--- src/rtl/ncl_pkg.sv ---
// rtl/ncl_pkg.sv - dual-rail encodings and TH22/completion helper functions
package ncl_pkg;

  // Each encoding is {t-rail, f-rail}.
  localparam logic [1:0] DR_NULL    = 2'b00;
  localparam logic [1:0] DR_ZERO    = 2'b01;
  localparam logic [1:0] DR_ONE     = 2'b10;
  localparam logic [1:0] DR_ILLEGAL = 2'b11;

  // Widest word the completion classifier accepts.
  localparam int MAX_W = 64;

  typedef enum logic [1:0] {
    CMP_PARTIAL = 2'd0,
    CMP_DATA    = 2'd1,
    CMP_NULL    = 2'd2
  } cmp_e;

  function automatic logic th22_next(input logic a, input logic b, input logic y);
    return (a & b) | (y & (a | b));
  endfunction

  // Only the low w bits are classified; the rest of each vector is ignored.
  function automatic cmp_e thnn_complete(input logic [MAX_W-1:0] t,
                                         input logic [MAX_W-1:0] f,
                                         input int w);
    logic all_data;
    logic all_null;
    all_data = 1'b1;
    all_null = 1'b1;
    for (int i = 0; i < MAX_W; i++) begin
      if (i < w) begin
        all_data = all_data & (t[i] ^ f[i]);
        all_null = all_null & ~(t[i] | f[i]);
      end
    end
    if (all_null)
      return CMP_NULL;
    else if (all_data)
      return CMP_DATA;
    else
      return CMP_PARTIAL;
  endfunction

endpackage

--- src/rtl/ncl_completion.sv ---
// rtl/ncl_completion.sv - hysteretic completion detector owning the ko register
module ncl_completion
  import ncl_pkg::*;
#(
  parameter int   W        = 8,
  parameter logic RESET_KO = 1'b1
) (
  input  logic         clk,
  input  logic         rst_n,
  input  logic [W-1:0] q_t,
  input  logic [W-1:0] q_f,
  output logic         ko,
  output logic         ko_fall
);

  cmp_e cls;

  assign cls = thnn_complete(MAX_W'(q_t), MAX_W'(q_f), W);

  // ko falls on this edge: the stage has just latched a full DATA wavefront.
  assign ko_fall = ko & (cls == CMP_DATA);

  always_ff @(posedge clk or negedge rst_n) begin
    if (!rst_n) begin
      ko <= RESET_KO;
    end else begin
      unique case (cls)
        CMP_DATA: ko <= 1'b0;
        CMP_NULL: ko <= 1'b1;
        default:  ko <= ko;
      endcase
    end
  end

endmodule

--- src/rtl/ncl_th22_reg.sv ---
// rtl/ncl_th22_reg.sv - W-bit NCL dual-rail TH22 register stage with handshake
module ncl_th22_reg
  import ncl_pkg::*;
#(
  parameter int W          = 8,
  parameter int RESET_DATA = 0,
  parameter int CNT_W      = 16
) (
  input  logic             clk,
  input  logic             rst_n,
  input  logic [W-1:0]     d_t,
  input  logic [W-1:0]     d_f,
  input  logic             ki,
  output logic [W-1:0]     q_t,
  output logic [W-1:0]     q_f,
  output logic             ko,
  output logic             err,
  output logic [CNT_W-1:0] wave_cnt
);

  logic [W-1:0] t_nxt;
  logic [W-1:0] f_nxt;
  logic         illegal;
  logic         ko_fall;

  always_comb begin
    t_nxt   = '0;
    f_nxt   = '0;
    illegal = 1'b0;
    for (int i = 0; i < W; i++) begin
      t_nxt[i] = th22_next(d_t[i], ki, q_t[i]);
      f_nxt[i] = th22_next(d_f[i], ki, q_f[i]);
      if ({d_t[i], d_f[i]} == DR_ILLEGAL || {q_t[i], q_f[i]} == DR_ILLEGAL)
        illegal = 1'b1;
    end
  end

  // RESET_DATA=1 parks the stage on DATA0, so ko must start at rfn.
  ncl_completion #(
    .W        (W),
    .RESET_KO (RESET_DATA == 0)
  ) u_completion (
    .clk     (clk),
    .rst_n   (rst_n),
    .q_t     (q_t),
    .q_f     (q_f),
    .ko      (ko),
    .ko_fall (ko_fall)
  );

  always_ff @(posedge clk or negedge rst_n) begin
    if (!rst_n) begin
      q_t      <= '0;
      q_f      <= (RESET_DATA != 0) ? {W{1'b1}} : '0;
      err      <= 1'b0;
      wave_cnt <= '0;
    end else begin
      q_t <= t_nxt;
      q_f <= f_nxt;
      if (illegal)
        err <= 1'b1;
      if (ko_fall)
        wave_cnt <= wave_cnt + CNT_W'(1);
    end
  end

endmodule

--- config.mk ---
export PLATFORM = sky130hd
export DESIGN_NAME = ncl_th22_reg
export DESIGN_NICKNAME = d
export VERILOG_FILES = /design/src/rtl/ncl_pkg.sv /design/src/rtl/ncl_completion.sv /design/src/rtl/ncl_th22_reg.sv
export SDC_FILE = /design/constraint.sdc
export NUM_CORES = 1
export LEC_CHECK = 0
export CAP_MARGIN = 20
export CORE_UTILIZATION = 45
export CTS_CLUSTER_SIZE = 20
export DETAILED_ROUTE_END_ITERATION = 16
export HOLD_SLACK_MARGIN = 0.05
export PLACE_DENSITY = 0.77
export SYNTH_ARGS = -nofsm -noshare
export SYNTH_HDL_FRONTEND = slang
export SYNTH_SLANG_ARGS = --single-unit
--- constraint.sdc ---
create_clock -name clk -period 2.05 [get_ports clk]
set_clock_uncertainty 0.05 [all_clocks]
set_input_delay 0.41 -clock clk [delete_from_list [all_inputs] [get_ports clk]]
set_output_delay 0.41 -clock clk [all_outputs]
set_load 0.01 [all_outputs]
==> out/metrics.csv, run 1 <==
stage,metric,value,unit
power_and_ir_drop,share_clk_of_total_power,0.368,
timing,final.setup.worst_slack,157,ps
setup_path,crit_path_start_kind,flip-flop,
layout,final_nets,249,
layout,layout.core_utilization,0.664,
logic_synthesis,post_synth_inst_count,155,
clocking,post_cts.repair.setup_buffers,0,
drt,postRouteAntennaNets,0,
logic_synthesis,synth_async_sr_flop_share,1.00,
floorplan,core_area,3720,um2
setup_path,critical-path-top-cell-by-count,sky130_fd_sc_hd__nand4_1,
timing,max_slew.worst_pin.slew,422,ps
placed_design,routabilityCongestion,0.839,
global_routing,grt_usage,0.195,
floorplan,dieHeight,64.9,um
drt,drt_iter0_drc,91,
floorplan,chipWidth,64.9,um
flow_run,maxCapViolCount,0,
drt,drcViolationCount,0,
layout,insertedDiodeCount,0,
setup_path,worst-r2r-setup-slack,160,ps
logic_synthesis,mappedNetlistNets,191,
status,status,finished clean,
hold_path,timing.hold.worst.start,wave_cnt[15],
hold_path,hold_path_class,reg -> reg,
floorplan,design.die.area,4210,um2
power_and_ir_drop,seqPwrFrac,0.477,
layout,fillCellCount,292,
power_and_ir_drop,switchingPower,378,uW
logic_synthesis,yosysWarnings,0,
timing,report.final.setup_viol,0,
setup_path,cell_with_the_largest_stage_delay_on_the_worst_path,sky130_fd_sc_hd__dfrtp_1,
clocking,max-clock-path-buffers,2,
layout,multiInputGateArea,826,um2
timing,whs,439,ps
logic_synthesis,yosysSeqAreaShare,0.479,
logic_synthesis,synth.lib_cells_used.distinct,27,
setup_path,timing.critical_path.max_delay_family,flip-flops,
global_routing,grt_pass1_vias,1369,
timing,fin_crit,1890,ps
timing,worst_slew_margin_rel,0.719,
clocking,cts_repair_resize_count,0,
setup_path,worst_ep_arrival_time,2010,ps
placed_design,placement.cell_area,2360,um2
timing,slew_viol_final,0,
clocking,h-tree-depth,2,
power_and_ir_drop,share_comb_of_total_power,0.155,
setup_path,rr_endpoint,wave_cnt[14],
clocking,worst_skew_pair.late_latency,280,ps
power_and_ir_drop,power.static_leakage,0.00107,uW
hold_path,hold-path-cell-count,1,
clocking,cts_made_buffers,5,
logic_synthesis,syn-mean-instance-area,11.5,um2
setup_path,cp_num_cells,7,
hold_path,worst_hold_path.endpoint,wave_cnt[15],
timing,max_freq,528,MHz
global_routing,globalRouteOverflowTotal,0,
setup_path,crit_path_cell_trace,"inv_1, ha_1, nand4_1, a211oi_4, buf_4, nand4_1, xnor2_1",
layout,seqCellArea,852,um2
setup_path,worst_path_largest_cell_delay,420,ps
drt,routed_wirelength,3630,um
timing,hold_violations,0,
setup_path,worst-path-buf-inv,2,
timing,rsz0062_at_grt,no,
timing,finalSetupTns,0,ps
power_and_ir_drop,vdd_drop_max,0.000455,V
power_and_ir_drop,p_sw_frac,0.243,
setup_path,critical_path_required,2170,ps
power_and_ir_drop,powerDensity,631,nW/um2
layout,drive_above_1_share,0.0888,
clocking,tritoncts,done,
layout,area_growth,38.5,%
logic_synthesis,synth_top_flop_cell,sky130_fd_sc_hd__dfrtp_1,
drt,wl_per_cell,13.9,um
placed_design,port_buffers,52,
power_and_ir_drop,internal_power_summed_over_all_cells,1180,uW
global_routing,maximum_number_of_pins_on_one_net_before_global_route_repair,35,
drt,first_pass_iters,4,
clocking,clock_sink_count,34,
setup_path,worst_r2r_path_depth,7,
clocking,cts.reportedPaths.clkPinSlew,70,ps
logic_synthesis,synth_enable_flop_cells,0,
clocking,holdBufCountCts,0,
setup_path,timing.critical_path.to_type,flip-flop,
logic_synthesis,ys_ff_latch,34,
setup_path,criticalPathCategory,reg -> reg,
layout,finish.instance_area,2470,um2
global_routing,grt_first_pass_wirelength,6290,um
placed_design,post-place-ws,176,ps
logic_synthesis,mappedNetlistArea,1780,um2
setup_path,cp_max_fo,14,
floorplan,start_util,0.479,
floorplan,row_count,22,
timing,finalCritPeriodShare,0.923,
setup_path,worstReg2RegStart,q_t[3],
global_routing,grt_antenna_before_repair,0,
drt,avgViaCountPerCell,5.23,
clocking,cts_root_buffer,sky130_fd_sc_hd__clkbuf_8,
floorplan,ioPinCount,53,
drt,via_count,1370,
placed_design,dpl.hpwl,2750,um
synth_stat cells (all sizes together) (3+ instances only):
cell type / n / share of area
nand4: 13 / 0.046
nor2: 4 / 0.0084
maj3: 16 / 0.090
ha: 17 / 0.12
nand3: 9 / 0.025
xnor2: 15 / 0.074
clkbuf: 3 / 0.0070
dfrtp: 33 / 0.46
nand2: 4 / 0.0098
inv: 18 / 0.038
and4: 3 / 0.018
and3: 5 / 0.018
layout by cell type, fill, tap and decap left out:
| master | Yosys | layout |
|---|---|---|
| sky130_fd_sc_hd__nand3_1 | 9 | 9 |
| sky130_fd_sc_hd__and4_4 | 2 | 2 |
| sky130_fd_sc_hd__xnor2_1 | 15 | 15 |
| sky130_fd_sc_hd__buf_4 | 0 | 4 |
| sky130_fd_sc_hd__nor3_1 | 1 | 1 |
| sky130_fd_sc_hd__a211oi_1 | 1 | 1 |
| sky130_fd_sc_hd__and2_1 | 2 | 2 |
| sky130_fd_sc_hd__inv_1 | 18 | 18 |
| sky130_fd_sc_hd__nand2_1 | 3 | 3 |
| sky130_fd_sc_hd__nor2_1 | 4 | 4 |
| sky130_fd_sc_hd__ha_1 | 17 | 17 |
| sky130_fd_sc_hd__and3_2 | 1 | 1 |
| sky130_fd_sc_hd__dfstp_2 | 1 | 1 |
| sky130_fd_sc_hd__a222oi_1 | 1 | 1 |
| sky130_fd_sc_hd__clkbuf_8 | 0 | 8 |
| sky130_fd_sc_hd__maj3_1 | 16 | 16 |
| sky130_fd_sc_hd__clkdlybuf4s50_1 | 0 | 52 |
| sky130_fd_sc_hd__nor4_1 | 2 | 2 |
| sky130_fd_sc_hd__and3_1 | 4 | 4 |
| sky130_fd_sc_hd__a22oi_1 | 2 | 2 |
| sky130_fd_sc_hd__nand4_1 | 13 | 13 |
| sky130_fd_sc_hd__a211oi_4 | 1 | 1 |
| sky130_fd_sc_hd__o21ai_0 | 1 | 1 |
| sky130_fd_sc_hd__dfrtp_1 | 33 | 33 |
| sky130_fd_sc_hd__nand2_2 | 1 | 1 |
| sky130_fd_sc_hd__mux2_2 | 1 | 1 |
| sky130_fd_sc_hd__and4_1 | 1 | 1 |
per-layer routing:
| metal | vias to the layer above | wire length (um) | track usage |
|---|---|---|---|
| met3 | 8 | 209 | 0.0405 |
| li1 | 660 | - | - |
| met5 | - | 0 | 0 |
| met4 | 0 | 48 | 0.0667 |
| met1 | 653 | 1580 | 0.242 |
| met2 | 49 | 1790 | 0.333 |
flip-flops by register name, indices dropped and copies added (netlist names):
| signal | count |
|---|---|
| wave_cnt | 16 |
| q_f | 8 |
| q_t | 8 |
| err | 1 |
| u_completion.ko | 1 |
power by group through the flow:
stage / Sequential [uW] / Combinational, uW / Clock [uW]
after CTS: 743 / 244 / 586
final: 744 / 241 / 573
after global routing: 749 / 266 / 615
after floorplan: 762 / 84.8 / 0
after detailed placement: 755 / 241 / 0
after global placement: 752 / 238 / 0
how the worst max path moves through the flow:
| stage | endpoint | from |
|---|---|---|
| after floorplan | wave_cnt[13] | q_t[3] |
| after global placement | wave_cnt[13] | q_t[3] |
| after detailed placement | wave_cnt[14] | q_t[3] |
| after CTS | wave_cnt[14] | q_t[3] |
| after global routing | wave_cnt[12] | q_t[3] |
| final | wave_cnt[14] | q_t[3] |
through the flow:
step                      std cells  power (uW)
after global routing            262        1630
after global placement          254         990
after detailed placement        254         996
after CTS                       262        1570
after floorplan                 155         847
final                           262        1560
layout make-up:
cell class	instances	share of cell area
tap	48	0.0244
timing repair buffer	56	0.223
inverter	18	0.0274
clock buffer	8	0.0446
multi-input combinational	98	0.335
sequential	34	0.346
cells by family (layout without fill, tap and decap cells):
kind of cell    count (synthesis)  after routing  synth area share
compound gates                  6              6            0.0323
xor+xnor                       15             15            0.0738
fa+ha+maj                      33             33             0.209
buf+inv                        23             82            0.0576
flops                          34             34             0.479
mux                             1              1           0.00632
simple gates                   43             43             0.142
Note: power is estimated with default switching activity, not from simulation.
==> inputs of run 2 (changes only) <==
--- a/config.mk
+++ b/config.mk
@@ -11,6 +11,7 @@
 export DETAILED_ROUTE_END_ITERATION = 16
 export HOLD_SLACK_MARGIN = 0.05
 export PLACE_DENSITY = 0.77
+export REMOVE_ABC_BUFFERS = 1
 export SYNTH_ARGS = -nofsm -noshare
 export SYNTH_HDL_FRONTEND = slang
 export SYNTH_SLANG_ARGS = --single-unit
==> run 2 against run 1 <==
Routed wire length increased by 0.28%. Fmax increased by 0.58%. Global-route usage increased by 0.68 points. Sequential power about the same. Flip-flop and latch count unchanged. Design area decreased by 1.4%. First-iteration DRC count decreased by 33%. Non-clock buffer count unchanged. Total power decreased by 7.8%. Worst setup slack improved by 11 ps. Critical path depth unchanged. Critical path type unchanged. Critical endpoint is now wave_cnt[15]. Highest routed layer unchanged.
==> out/metrics.csv, run 2 (synthesized netlist as in run 1, its figures left out) <==
stage,metric,value,unit,change
setup_path,crit_path_start_kind,flip-flop,,
placed_design,post-place-ws,173,ps,-2.40 ps
floorplan,dieHeight,64.9,um,unchanged
layout,most-common-layout-cells,"sky130_fd_sc_hd__clkdlybuf4s50_1 (52), sky130_fd_sc_hd__dfrtp_1 (33), sky130_fd_sc_hd__inv_1 (18)",,
drt,wl_per_cell,13.9,um,+0.66%
clocking,worst_skew_pair.late_latency,280,ps,about the same
clocking,cts_repair_resize_count,0,,unchanged
setup_path,rr_endpoint,wave_cnt[15],,
global_routing,grt_pass1_vias,1434,,+4.7%
timing,max_slew.worst_pin.slew,416,ps,-5.37 ps
clocking,h-tree-depth,2,,unchanged
timing,slew_viol_final,0,,unchanged
clocking,max-clock-path-buffers,2,,unchanged
placed_design,port_buffers,52,,unchanged
power_and_ir_drop,power.total,1440,uW,-7.8%
clocking,cts_made_buffers,5,,unchanged
layout,biggestRegsByFlops,"wave_cnt: 16 flops, q_f: 8 flops, q_t: 8 flops",,
flow_run,maxCapViolCount,0,,unchanged
clocking,tritoncts,done,,
setup_path,worst-path-buf-inv,2,,unchanged
drt,avgViaCountPerCell,5.18,,-0.86%
setup_path,worst_ep_arrival_time,2000,ps,about the same
floorplan,design.die.area,4210,um2,unchanged
drt,drcViolationCount,0,,unchanged
timing,finalCritPeriodShare,0.918,,-0.00533
placed_design,dpl.hpwl,2780,um,+1.2%
global_routing,globalRouteOverflowTotal,0,,unchanged
status,status,finished clean,,
layout,largest_register_ff_count,16,,unchanged
floorplan,chipWidth,64.9,um,unchanged
timing,fin_crit,1880,ps,-10.9 ps
floorplan,start_util,0.479,,unchanged
setup_path,worstReg2RegStart,q_t[3],,
setup_path,cp_num_cells,7,,unchanged
power_and_ir_drop,power.static_leakage,0.00105,uW,-1.8%
setup_path,timing.critical_path.to_type,flip-flop,,
hold_path,worst_hold_path.endpoint,wave_cnt[15],,
clocking,holdBufCountCts,0,,unchanged
hold_path,hold_path_class,reg -> reg,,
hold_path,timing.hold.worst.start,wave_cnt[15],,
layout,mostFrequentLayoutCell,sky130_fd_sc_hd__clkdlybuf4s50_1,,
drt,via_count,1353,,-1.2%
setup_path,critical_path_required,2170,ps,about the same
placed_design,routabilityCongestion,0.739,,-12%
timing,final.setup.worst_slack,168,ps,+10.9 ps
clocking,post_cts.repair.setup_buffers,0,,unchanged
drt,drt_iter0_drc,61,,-33%
layout,final_nets,249,,unchanged
timing,rsz0062_at_grt,no,,
global_routing,maximum_number_of_pins_on_one_net_before_global_route_repair,35,,unchanged
timing,worst_slew_margin_rel,0.723,,+0.00358
clocking,cts.reportedPaths.clkPinSlew,60,ps,about the same
layout,area_growth,36.6,%,
setup_path,critical-path-top-cell-by-count,sky130_fd_sc_hd__nand4_1,,
timing,max_freq,531,MHz,+0.58%
layout,largest-register,wave_cnt,,
global_routing,grt_first_pass_wirelength,6270,um,-0.21%
setup_path,worst_path_largest_cell_delay,410,ps,about the same
floorplan,core_area,3720,um2,unchanged
setup_path,cp_max_fo,14,,unchanged
timing,finalSetupTns,0,ps,unchanged
drt,postRouteAntennaNets,0,,unchanged
floorplan,row_count,22,,unchanged
timing,whs,439,ps,+0.0870 ps
drt,routed_wirelength,3640,um,+0.28%
global_routing,grt_antenna_before_repair,0,,unchanged
setup_path,worst_r2r_path_depth,7,,unchanged
floorplan,ioPinCount,53,,unchanged
layout,drive_above_1_share,0.0751,,-0.0137
layout,insertedDiodeCount,0,,unchanged
clocking,clock_sink_count,34,,unchanged
drt,first_pass_iters,4,,unchanged
power_and_ir_drop,powerDensity,590,nW/um2,-6.6%
setup_path,cell_with_the_largest_stage_delay_on_the_worst_path,sky130_fd_sc_hd__dfrtp_1,,
power_and_ir_drop,vdd_drop_max,0.000331,V,-27%
setup_path,criticalPathCategory,reg -> reg,,
setup_path,crit_path_cell_trace,"inv_1, ha_1, nand4_1, a211oi_4, buf_4, nand4_1, xnor2_1",,
hold_path,hold-path-cell-count,1,,unchanged
timing,report.final.setup_viol,0,,unchanged
clocking,cts_root_buffer,sky130_fd_sc_hd__clkbuf_8,,
setup_path,worst-r2r-setup-slack,170,ps,about the same
global_routing,grt_usage,0.202,,+0.00678
timing,hold_violations,0,,unchanged
setup_path,timing.critical_path.max_delay_family,flip-flops,,
-- run 2: cell count changes in the layout (fill, tap and decap cells not counted), sizes merged --
cell,before,now
clkbuf,8,7
-- run 2: area by class of cell --
| type | count | area (um2) |
|---|---|---|
| Inverter | 18 | 67.6 |
| Clock buffer | 7 | 76.3 |
| Sequential cell | 34 | 852 |
| Fill cell | 309 | 1280 |
| Tap cell | 48 | 60.1 |
| Multi-Input combinational cell | 98 | 826 |
| Timing Repair Buffer | 56 | 551 |
-- run 2: power breakdown --
group | leakage, uW | switching, uW | internal [uW]
Clock | 0.0000383 | 217 | 233
Sequential | 0.000430 | 39.0 | 704
Combinational | 0.000586 | 105 | 137
Total | 0.00105 | 361 | 1070
-- run 2: how the worst max path moves through the flow --
stage	from	end	slack (ps)
after global routing	q_f[7]	wave_cnt[12]	30
final	q_t[3]	wave_cnt[15]	170
after global placement	q_f[7]	wave_cnt[15]	260
after CTS	q_f[3]	wave_cnt[15]	160
after detailed placement	q_f[3]	wave_cnt[15]	170
after floorplan	q_t[3]	wave_cnt[1]	130
-- run 2: metal layers --
| metal | wire length (um) | share of wire | track usage |
|---|---|---|---|
| met1 | 1470 | 0.40 | 0.221 |
| met2 | 1900 | 0.52 | 0.349 |
| met3 | 208 | 0.057 | 0.0669 |
| met4 | 63 | 0.017 | 0.0917 |
| met5 | 0 | 0 | 0 |
-- run 2: metrics by stage --
stage	area (um2)	util	cells
6_report	2430	0.655	261
5_1_grt	2430	0.655	261
4_1_cts	2430	0.655	261
3_5_place_dp	2360	0.634	254
3_3_place_gp	2360	0.634	254
2_1_floorplan	1750	-	150
==> inputs of run 3 (changes only) <==
--- a/config.mk
+++ b/config.mk
@@ -10,8 +10,10 @@
 export CTS_CLUSTER_SIZE = 20
 export DETAILED_ROUTE_END_ITERATION = 16
 export HOLD_SLACK_MARGIN = 0.05
+export MAX_ROUTING_LAYER = met4
 export PLACE_DENSITY = 0.77
 export REMOVE_ABC_BUFFERS = 1
+export SKIP_CTS_REPAIR_TIMING = 1
 export SYNTH_ARGS = -nofsm -noshare
 export SYNTH_HDL_FRONTEND = slang
 export SYNTH_SLANG_ARGS = --single-unit
==> run 3 against run 2 <==
Non-clock buffer count is the same. First-iteration DRC count decreased by 1.6%. Sequential power is essentially flat. Flip-flop and latch count unchanged. Via count is the same. Fmax hardly changed. Count of clock-buffer cells in the layout did not move. Design area is the same. Register-to-register slack is essentially flat. Cell count stayed put. Routed wire length decreased by 0.11%. Critical path type unchanged. Largest cell class unchanged. Largest power group unchanged. Highest routed layer unchanged.
==> out/metrics.csv, run 3 (synthesized netlist as in run 1, its figures left out) <==
stage,metric,value,unit,change
global_routing,maximum_number_of_pins_on_one_net_before_global_route_repair,35,,unchanged
flow_run,maxCapViolCount,0,,unchanged
timing,max_freq,531,MHz,about the same
floorplan,chipWidth,64.9,um,unchanged
floorplan,design.die.area,4210,um2,unchanged
drt,routed_wirelength,3640,um,-0.11%
timing,slew_viol_final,0,,unchanged
clocking,cts_root_buffer,sky130_fd_sc_hd__clkbuf_8,,
power_and_ir_drop,powerDensity,590,nW/um2,about the same
layout,largest_register_ff_count,16,,unchanged
clocking,clock_sink_count,34,,unchanged
layout,biggestRegsByFlops,"wave_cnt: 16 flops, q_f: 8 flops, q_t: 8 flops",,
drt,wl_per_cell,13.9,um,-0.11%
setup_path,worst_path_largest_cell_delay,410,ps,about the same
timing,report.final.setup_viol,0,,unchanged
layout,final_nets,249,,unchanged
clocking,h-tree-depth,2,,unchanged
floorplan,row_count,22,,unchanged
timing,rsz0062_at_grt,no,,
floorplan,dieHeight,64.9,um,unchanged
timing,finalCritPeriodShare,0.918,,about the same
placed_design,post-place-ws,173,ps,unchanged
drt,postRouteAntennaNets,0,,unchanged
setup_path,critical-path-top-cell-by-count,sky130_fd_sc_hd__nand4_1,,
drt,via_count,1353,,unchanged
setup_path,critical_path_required,2170,ps,about the same
setup_path,worst_ep_arrival_time,2000,ps,about the same
timing,worst_slew_margin_rel,0.723,,about the same
power_and_ir_drop,vdd_drop_max,0.000331,V,about the same
clocking,worst_skew_pair.late_latency,280,ps,about the same
clocking,max-clock-path-buffers,2,,unchanged
layout,mostFrequentLayoutCell,sky130_fd_sc_hd__clkdlybuf4s50_1,,
clocking,cts_made_buffers,5,,unchanged
setup_path,timing.critical_path.to_type,flip-flop,,
setup_path,cell_with_the_largest_stage_delay_on_the_worst_path,sky130_fd_sc_hd__dfrtp_1,,
layout,drive_above_1_share,0.0751,,unchanged
global_routing,grt_usage,0.207,,+0.00561
setup_path,criticalPathCategory,reg -> reg,,
layout,insertedDiodeCount,0,,unchanged
placed_design,place_inst,254,,unchanged
global_routing,grt_pass1_vias,1434,,unchanged
floorplan,ioPinCount,53,,unchanged
timing,finalSetupTns,0,ps,unchanged
global_routing,grt_antenna_before_repair,0,,unchanged
hold_path,hold_path_class,reg -> reg,,
layout,largest-register,wave_cnt,,
drt,first_pass_iters,4,,unchanged
setup_path,crit_path_start_kind,flip-flop,,
layout,area_growth,36.6,%,unchanged
clocking,cts.reportedPaths.clkPinSlew,60,ps,about the same
timing,hold_violations,0,,unchanged
placed_design,routabilityCongestion,0.748,,+1.2%
global_routing,grt_first_pass_wirelength,6280,um,+0.11%
floorplan,core_area,3720,um2,unchanged
power_and_ir_drop,power.static_leakage,0.00105,uW,unchanged
setup_path,cp_max_fo,14,,unchanged
status,status,finished clean,,
placed_design,port_buffers,52,,unchanged
layout,number_of_cells_in_the_finished_layout_apart_from_fillers,261,,unchanged
timing,final.setup.worst_slack,168,ps,-0.0610 ps
placed_design,dpl.hpwl,2780,um,unchanged
drt,drcViolationCount,0,,unchanged
clocking,tritoncts,done,,
timing,whs,439,ps,unchanged
drt,avgViaCountPerCell,5.18,,unchanged
timing,max_slew.worst_pin.slew,416,ps,-0.0277 ps
drt,drt_iter0_drc,60,,-1.6%
floorplan,start_util,0.479,,unchanged
setup_path,crit_path_cell_trace,"inv_1, ha_1, nand4_1, a211oi_4, buf_4, nand4_1, xnor2_1",,
layout,most-common-layout-cells,"sky130_fd_sc_hd__clkdlybuf4s50_1 (52), sky130_fd_sc_hd__dfrtp_1 (33), sky130_fd_sc_hd__inv_1 (18)",,
timing,fin_crit,1880,ps,+0.0610 ps
power_and_ir_drop,power.total,1440,uW,about the same
global_routing,globalRouteOverflowTotal,0,,unchanged
run 3: cell counts in the layout (fill, tap and decap cells not counted):
No cell type changed its count.
run 3: stage by stage:
step | cell area, um2 | utilization
after floorplan | 1750 | -
after global placement | 2360 | 0.634
after detailed placement | 2360 | 0.634
after CTS | 2430 | 0.655
after global routing | 2430 | 0.655
final | 2430 | 0.655
run 3: area by class of cell:
| class | count | area, um2 |
|---|---|---|
| sequential | 34 | 852 |
| tap | 48 | 60.1 |
| fill | 309 | 1280 |
| clock buffer | 7 | 76.3 |
| timing repair buffer | 56 | 551 |
| inverter | 18 | 67.6 |
| multi-input combinational | 98 | 826 |
run 3: critical path: cells and delay by family, from the launching register on:
| kind | cells | cell delay, ps |
|---|---|---|
| and+or+nand+nor | 2 | 310 |
| AOI/OAI and AO/OA | 1 | 270 |
| xor gates and xnor gates | 1 | 160 |
| DFF | 1 | 410 |
| adders and majority gates | 1 | 270 |
| buffers and inverters | 2 | 290 |
run 3: path summary, 6_finish.rpt:
check	startpoint	to	slack, ps	cells after the start
max	q_t[3]	wave_cnt[15]	170	7
min	wave_cnt[15]	wave_cnt[15]	440	1
max reg2reg	q_t[3]	wave_cnt[15]	170	7
min reg2reg	wave_cnt[15]	wave_cnt[15]	440	1
max in group asynchronous	rst_n	u_completion.ko	1140	2
min in group asynchronous	rst_n	wave_cnt[4]	490	2
run 3: where the power goes:
part / switching [uW] / internal (uW) / leakage, uW
Clock: 217 / 233 / 0.0000383
Combinational: 105 / 137 / 0.000586
Sequential: 39.1 / 704 / 0.000430
Total: 361 / 1070 / 0.00105
run 3: layer usage:
layer  GRT usage  wire length [um]
met1       0.224              1480
met2       0.349              1900
met3      0.0616               190
met4      0.0917                61
met5           -                 0
==> variant 1: new RTL, settings of run 3 <==
Change the parameter `CNT_W` from 16 to 32.
--- a/src/rtl/ncl_th22_reg.sv
+++ b/src/rtl/ncl_th22_reg.sv
@@ -4,7 +4,7 @@
 #(
   parameter int W          = 8,
   parameter int RESET_DATA = 0,
-  parameter int CNT_W      = 16
+  parameter int CNT_W      = 32
 ) (
   input  logic             clk,
   input  logic             rst_n,
Ports: changed (resized wave_cnt); port bits go from 53 to 69. The function was not compared with the original's and may differ.
==> variant 1 against run 3 <==
Wire length rose by 57%. Power is 45% higher. Synthesized area grew 39%. Synthesized cell count increased by 39%. Design area rose by 48%. Sequential cell count rose by 16. Setup slack worse by 130 ps. Largest cell class unchanged. Highest routed layer unchanged.
==> variant 1: results (changes against run 3) <==
CTS root buf: clkbuf_8
Clock-pin slew on the worst setup and hold paths: 100 ps (+40 ps)
Leak pwr: 1.63 nW (+54%)
CTS Buf Count: 5 (unchanged)
Synthesis Warnings: 0 (unchanged)
Maximum vdd drop: 0.474 mV (+43%)
Yosys cell types: 30 (+11%)
Port bufs: 68 (+31%)
Area contributors post-synth: dfrtp_1 50%, ha_1 8.6%, xnor2_1 8.2%
Status: completed
Global-route wire length before repair: 9450 microns (+51%)
Drt total wl: 5720 microns (+57%)
Slew headroom: 0.708 (-0.0149)
Total track usage: 0.212 (+0.00478)
Diode count: 0 (unchanged)
Type of the most critical hold path: register to register
Fillers: 399 (+29%)
Worst path slowest cell: dfrtp_1
Asr flop ratio synth: 1.00 (unchanged)
Main synth FF type: dfrtp_1
Initial antenna violation count: 0 (unchanged)
Max-cap violations: 0 (unchanged)
Routability congestion estimate: 0.793 (+6.0%)
Synth area leader: dfrtp_1
Synth cell count leaders: 49 x dfrtp_1, 23 x xnor2_1, 17 x ha_1, 17 x nand4_1
Clock tree buffer depth: 2 (unchanged)
Pre-Repair DR Iteration Count: 4 (unchanged)
HPWL after detailed placement: 4330 microns (+56%)
Worst skew pair latency: 310 ps (+30 ps)
Largest net degree at the start of global routing: 33 (-5.7%)
Worst path max stage delay: 370 ps (-40 ps)
H-tree depth: 2 (unchanged)
Biggest register: wave_cnt
Initial drt markers: 88 (+47%)
Seq/Total Area, Yosys: 0.508 (+0.0293)
Vias post-DR: 2042 (+51%)
Share of cells above drive strength 1: 0.165 (+0.0900)
Crit-path max FO: 6 (-8)
Nets: 350 (+41%)
Vias in the first global route: 2022 (+41%)
Biggest regs: wave_cnt: 32 flops, q_f: 8 flops, q_t: 8 flops
variant 1: cell count changes after synthesis, sizes merged, moves of 4 or more:
cell,run 3,this run
xnor2,15,23
xor2,0,8
dfrtp,33,49
nand2,4,13
nand4,13,18
and4,3,7
variant 1: final timing paths:
path                                               start                           to  slack (ps)  cells after the start
worst max-delay path                    q_t[5]$_DFF_PN0_     wave_cnt[20]$_DFFE_PN0P_          40                      8
worst min-delay path            wave_cnt[31]$_DFFE_PN0P_     wave_cnt[31]$_DFFE_PN0P_         430                      1
worst max register to register          q_t[5]$_DFF_PN0_     wave_cnt[20]$_DFFE_PN0P_          40                      8
worst min register to register  wave_cnt[31]$_DFFE_PN0P_     wave_cnt[31]$_DFFE_PN0P_         430                      1
max in group asynchronous                          rst_n  u_completion.ko$_DFFE_PN1P_         850                      3
min in group asynchronous                          rst_n     wave_cnt[16]$_DFFE_PN0P_         510                      2
variant 1: cell families (layout without fill, tap and decap cells):
logic type               count (synthesis)  after routing  synth area share
AO/OA/AOI/OAI                            8              8            0.0274
XOR/XNOR                                31             31             0.110
adder cells (fa/ha/maj)                 33             33             0.151
buffers and inverters                   22            122            0.0345
flip-flops                              50             50             0.508
AND/OR/NAND/NOR                         71             71             0.169
variant 1: cell type report:
class                      count  area, sq um  area share
multi-input combinational    143         1170       0.325
tap                           70         87.6      0.0243
sequential                    50         1250       0.348
inverter                      16         60.1      0.0167
timing repair buffer          98          913       0.254
clock buffer                   5         68.8      0.0191
clock inverter                 3         45.0      0.0125
variant 1: metal layers:
layer | GRT usage | wire length [microns]
met1 | 0.269 | 2520
met2 | 0.349 | 2880
met3 | 0.0311 | 213
met4 | 0.0731 | 112
met5 | - | 0
variant 1: report_power, final:
part | internal, mW | switching, mW
logic | 0.189 | 0.149
registers | 1.02 | 0.0182
clock network | 0.363 | 0.342
variant 1: worst max-delay path, delay by kind of cell (launching register included):
family	cells	cell delay [ps]
XOR/XNOR	1	140
adder cells (fa/ha/maj)	1	300
buffers and inverters	2	290
AND/OR/NAND/NOR	4	770
flip-flops	1	370
variant 1: metrics by stage:
step | TNS (ps) | hold WS [ps] | worst slack, ps | std cells | area [sq um]
2_1_floorplan | -2890 | 64.4 | -277 | 209 | 2440
3_3_place_gp | 0 | 326 | 134 | 373 | 3410
3_5_place_dp | 0 | 325 | 69.7 | 373 | 3410
4_1_cts | 0 | -15.4 | 26.9 | 381 | 3530
5_1_grt | -228 | 460 | -32.4 | 385 | 3600
6_report | 0 | 432 | 42.3 | 385 | 3600
==> variant 2: new RTL, config.mk and constraints of run 3 <==
Made on the original files. Register the inputs `d_t`, `d_f` and `ki` before use, without a reset. The logic sees them one clock later.
--- a/src/rtl/ncl_th22_reg.sv
+++ b/src/rtl/ncl_th22_reg.sv
@@ -18,6 +18,16 @@
   output logic [CNT_W-1:0] wave_cnt
 );
 
+  logic [W-1:0] d_t_q;
+  logic [W-1:0] d_f_q;
+  logic ki_q;
+
+  always_ff @(posedge clk) begin
+    d_t_q <= d_t;
+    d_f_q <= d_f;
+    ki_q  <= ki;
+  end
+
   logic [W-1:0] t_nxt;
   logic [W-1:0] f_nxt;
   logic         illegal;
@@ -28,9 +38,9 @@
     f_nxt   = '0;
     illegal = 1'b0;
     for (int i = 0; i < W; i++) begin
-      t_nxt[i] = th22_next(d_t[i], ki, q_t[i]);
-      f_nxt[i] = th22_next(d_f[i], ki, q_f[i]);
-      if ({d_t[i], d_f[i]} == DR_ILLEGAL || {q_t[i], q_f[i]} == DR_ILLEGAL)
+      t_nxt[i] = th22_next(d_t_q[i], ki_q, q_t[i]);
+      f_nxt[i] = th22_next(d_f_q[i], ki_q, q_f[i]);
+      if ({d_t_q[i], d_f_q[i]} == DR_ILLEGAL || {q_t[i], q_f[i]} == DR_ILLEGAL)
         illegal = 1'b1;
     end
   end
Behaviour: not the same (a bounded check fails within 4 cycles, from zero or initial values and one cycle with rst_n low).
==> variant 2 against run 3 <==
Via count rose by 0.44%. Combinational power rose by 24%. Design area rose by 15%. Critical path type is now register to output pin. Setup slack got worse by 20 ps. Sequential share of layout area rose by 7.7 points. Power rose by 50%. Wire length rose by 0.99%. Sequential cell count rose by 17. Synthesized area rose by 18%. Highest routed layer unchanged.
==> variant 2: results (changes against run 3) <==
Crit-path max FO: 4 (-10)
Inverters: 17 (-1)
HPWL after detailed placement: 2730 microns (-1.6%)
Sw Pwr: 0.520 mW (+44%)
Initial drt markers: 38 (-37%)
Share of cells above drive strength 1: 0.0905 (+0.0154)
Routability congestion estimate: 0.734 (-1.9%)
Reg2Reg Depth: 6 (-1)
Vias/cell: 4.98 (-4.0%)
Met2 Use GR: 0.263 (-0.0855)
Drt total wl: 3670 microns (+0.99%)
Largest net degree at the start of global routing: 35 (unchanged)
Setup WS pre-CTS: 165 ps (-8.63 ps)
Asr flop ratio synth: 0.667 (-0.333)
Area of the die: 0.00494 sq mm (+17%)
Clock-pin slew on the worst setup and hold paths: 90 ps (+30 ps)
Leak pwr: 1.24 nW (+17%)
Max reg flops: 16 (unchanged)
Global-route wire length before repair: 6380 microns (+1.5%)
Worst path top cell family by delay: flip-flops
Multi-In Gates: 92 (-6.1%)
Maximum vdd drop: 0.509 mV (+54%)
ClkCell Share: 0.0417 (+0.0103)
NonClk Buf Share: 0.189 (-0.0370)
H-tree depth: 2 (unchanged)
Diode count: 0 (unchanged)
Sequential cell area share: 0.428 (+0.0772)
Vias in the first global route: 1352 (-5.7%)
M1 WL: 1670 microns (+12%)
Residual DRC: 0 (unchanged)
Least-Margin Pin Slew: 563 ps (+147 ps)
Total track usage: 0.174 (-0.0336)
GRT met3 Usage: 0.0635 (+0.00187)
Nonclk buf count: 53 (-5.4%)
Fillers: 355 (+15%)
R2R Path Start: q_t[3]$_DFF_PN0_
Biggest register: wave_cnt
Area contributors post-synth: dfrtp_1 39%, dfxtp_1 16%, ha_1 10%
Seq/Total Area, Yosys: 0.568 (+0.0897)
Worst skew pair latency: 300 ps (+20 ps)
Pre-Repair DR Iteration Count: 4 (unchanged)
Worst path slowest cell: dfstp_2
Reg-to-Reg End: wave_cnt[15]$_DFFE_PN0P_
Yosys cell types: 29 (+7.4%)
Initial antenna violation count: 0 (unchanged)
Highest routing layer actually used: met4
Synth cell count leaders: 33 x dfrtp_1, 17 x dfxtp_1, 17 x ha_1, 17 x inv_1, 16 x maj3_1
Met1 global-route usage: 0.219 (-0.00557)
Status: completed
Flops & latches, synth: 51 (+50%)
Nets: 256 (+2.8%)
Multi-input logic area: 823 sq um (-0.30%)
Worst reg2reg setup slack: 250 ps (+80 ps)
Met2 Wirelength: 1710 microns (-9.7%)
Worst path max stage delay: 600 ps (+190 ps)
Metal3 WL: 248 microns (+31%)
==> variant 2: cell types whose count changed after synthesis, moves of 2 or more <==
cell     delta
dfxtp_1    +17
nand4_1     -8
nand2_1     +7
xnor2_1     -4
xor2_1      +4
nand3_1     -3
nor3_2      +3
and2_1      -2
and3_1      -2
nand4_2     +2
nor2_1      -2
==> variant 2: how the worst max path moves through the flow <==
| stage | from | cells past startpoint | slack [ps] | end |
|---|---|---|---|---|
| finish | u_completion.ko$_DFFE_PN1P_ | 1 | 150 | ko |
| detailed placement | q_t[3]$_DFF_PN0_ | 6 | 160 | wave_cnt[15]$_DFFE_PN0P_ |
| global placement | q_t[3]$_DFF_PN0_ | 6 | 180 | wave_cnt[11]$_DFFE_PN0P_ |
| global route | u_completion.ko$_DFFE_PN1P_ | 1 | 100 | ko |
| CTS | q_t[3]$_DFF_PN0_ | 6 | 130 | wave_cnt[15]$_DFFE_PN0P_ |
| floorplan | q_t[3]$_DFF_PN0_ | 6 | 280 | wave_cnt[13]$_DFFE_PN0P_ |
==> variant 2: metrics by stage <==
stage                     std cells  instance area, sq um  hold WS, ps
after CTS                       273                  2790          441
after global routing            273                  2790          476
after global placement          265                  2670          424
after floorplan                 160                  2080         64.4
final                           273                  2790          436
after detailed placement        265                  2670          423
==> variant 2: power groups by stage <==
stage                     logic (mW)  registers [mW]  clock network, mW
after floorplan                0.103            1.18                  0
after global placement         0.296            1.18                  0
after detailed placement       0.301            1.18                  0
after CTS                      0.307            1.16              0.719
after global routing           0.335            1.17              0.758
final                          0.301            1.16              0.691
==> variant 2: kinds of logic after synthesis <==
logic type                 after synthesis  synth area share
adders and majority gates               33             0.178
xor gates and xnor gates                15            0.0626
and+or+nand+nor                         37             0.114
DFF                                     51             0.568
buffers and inverters                   20            0.0399
AOI/OAI and AO/OA                        7            0.0376
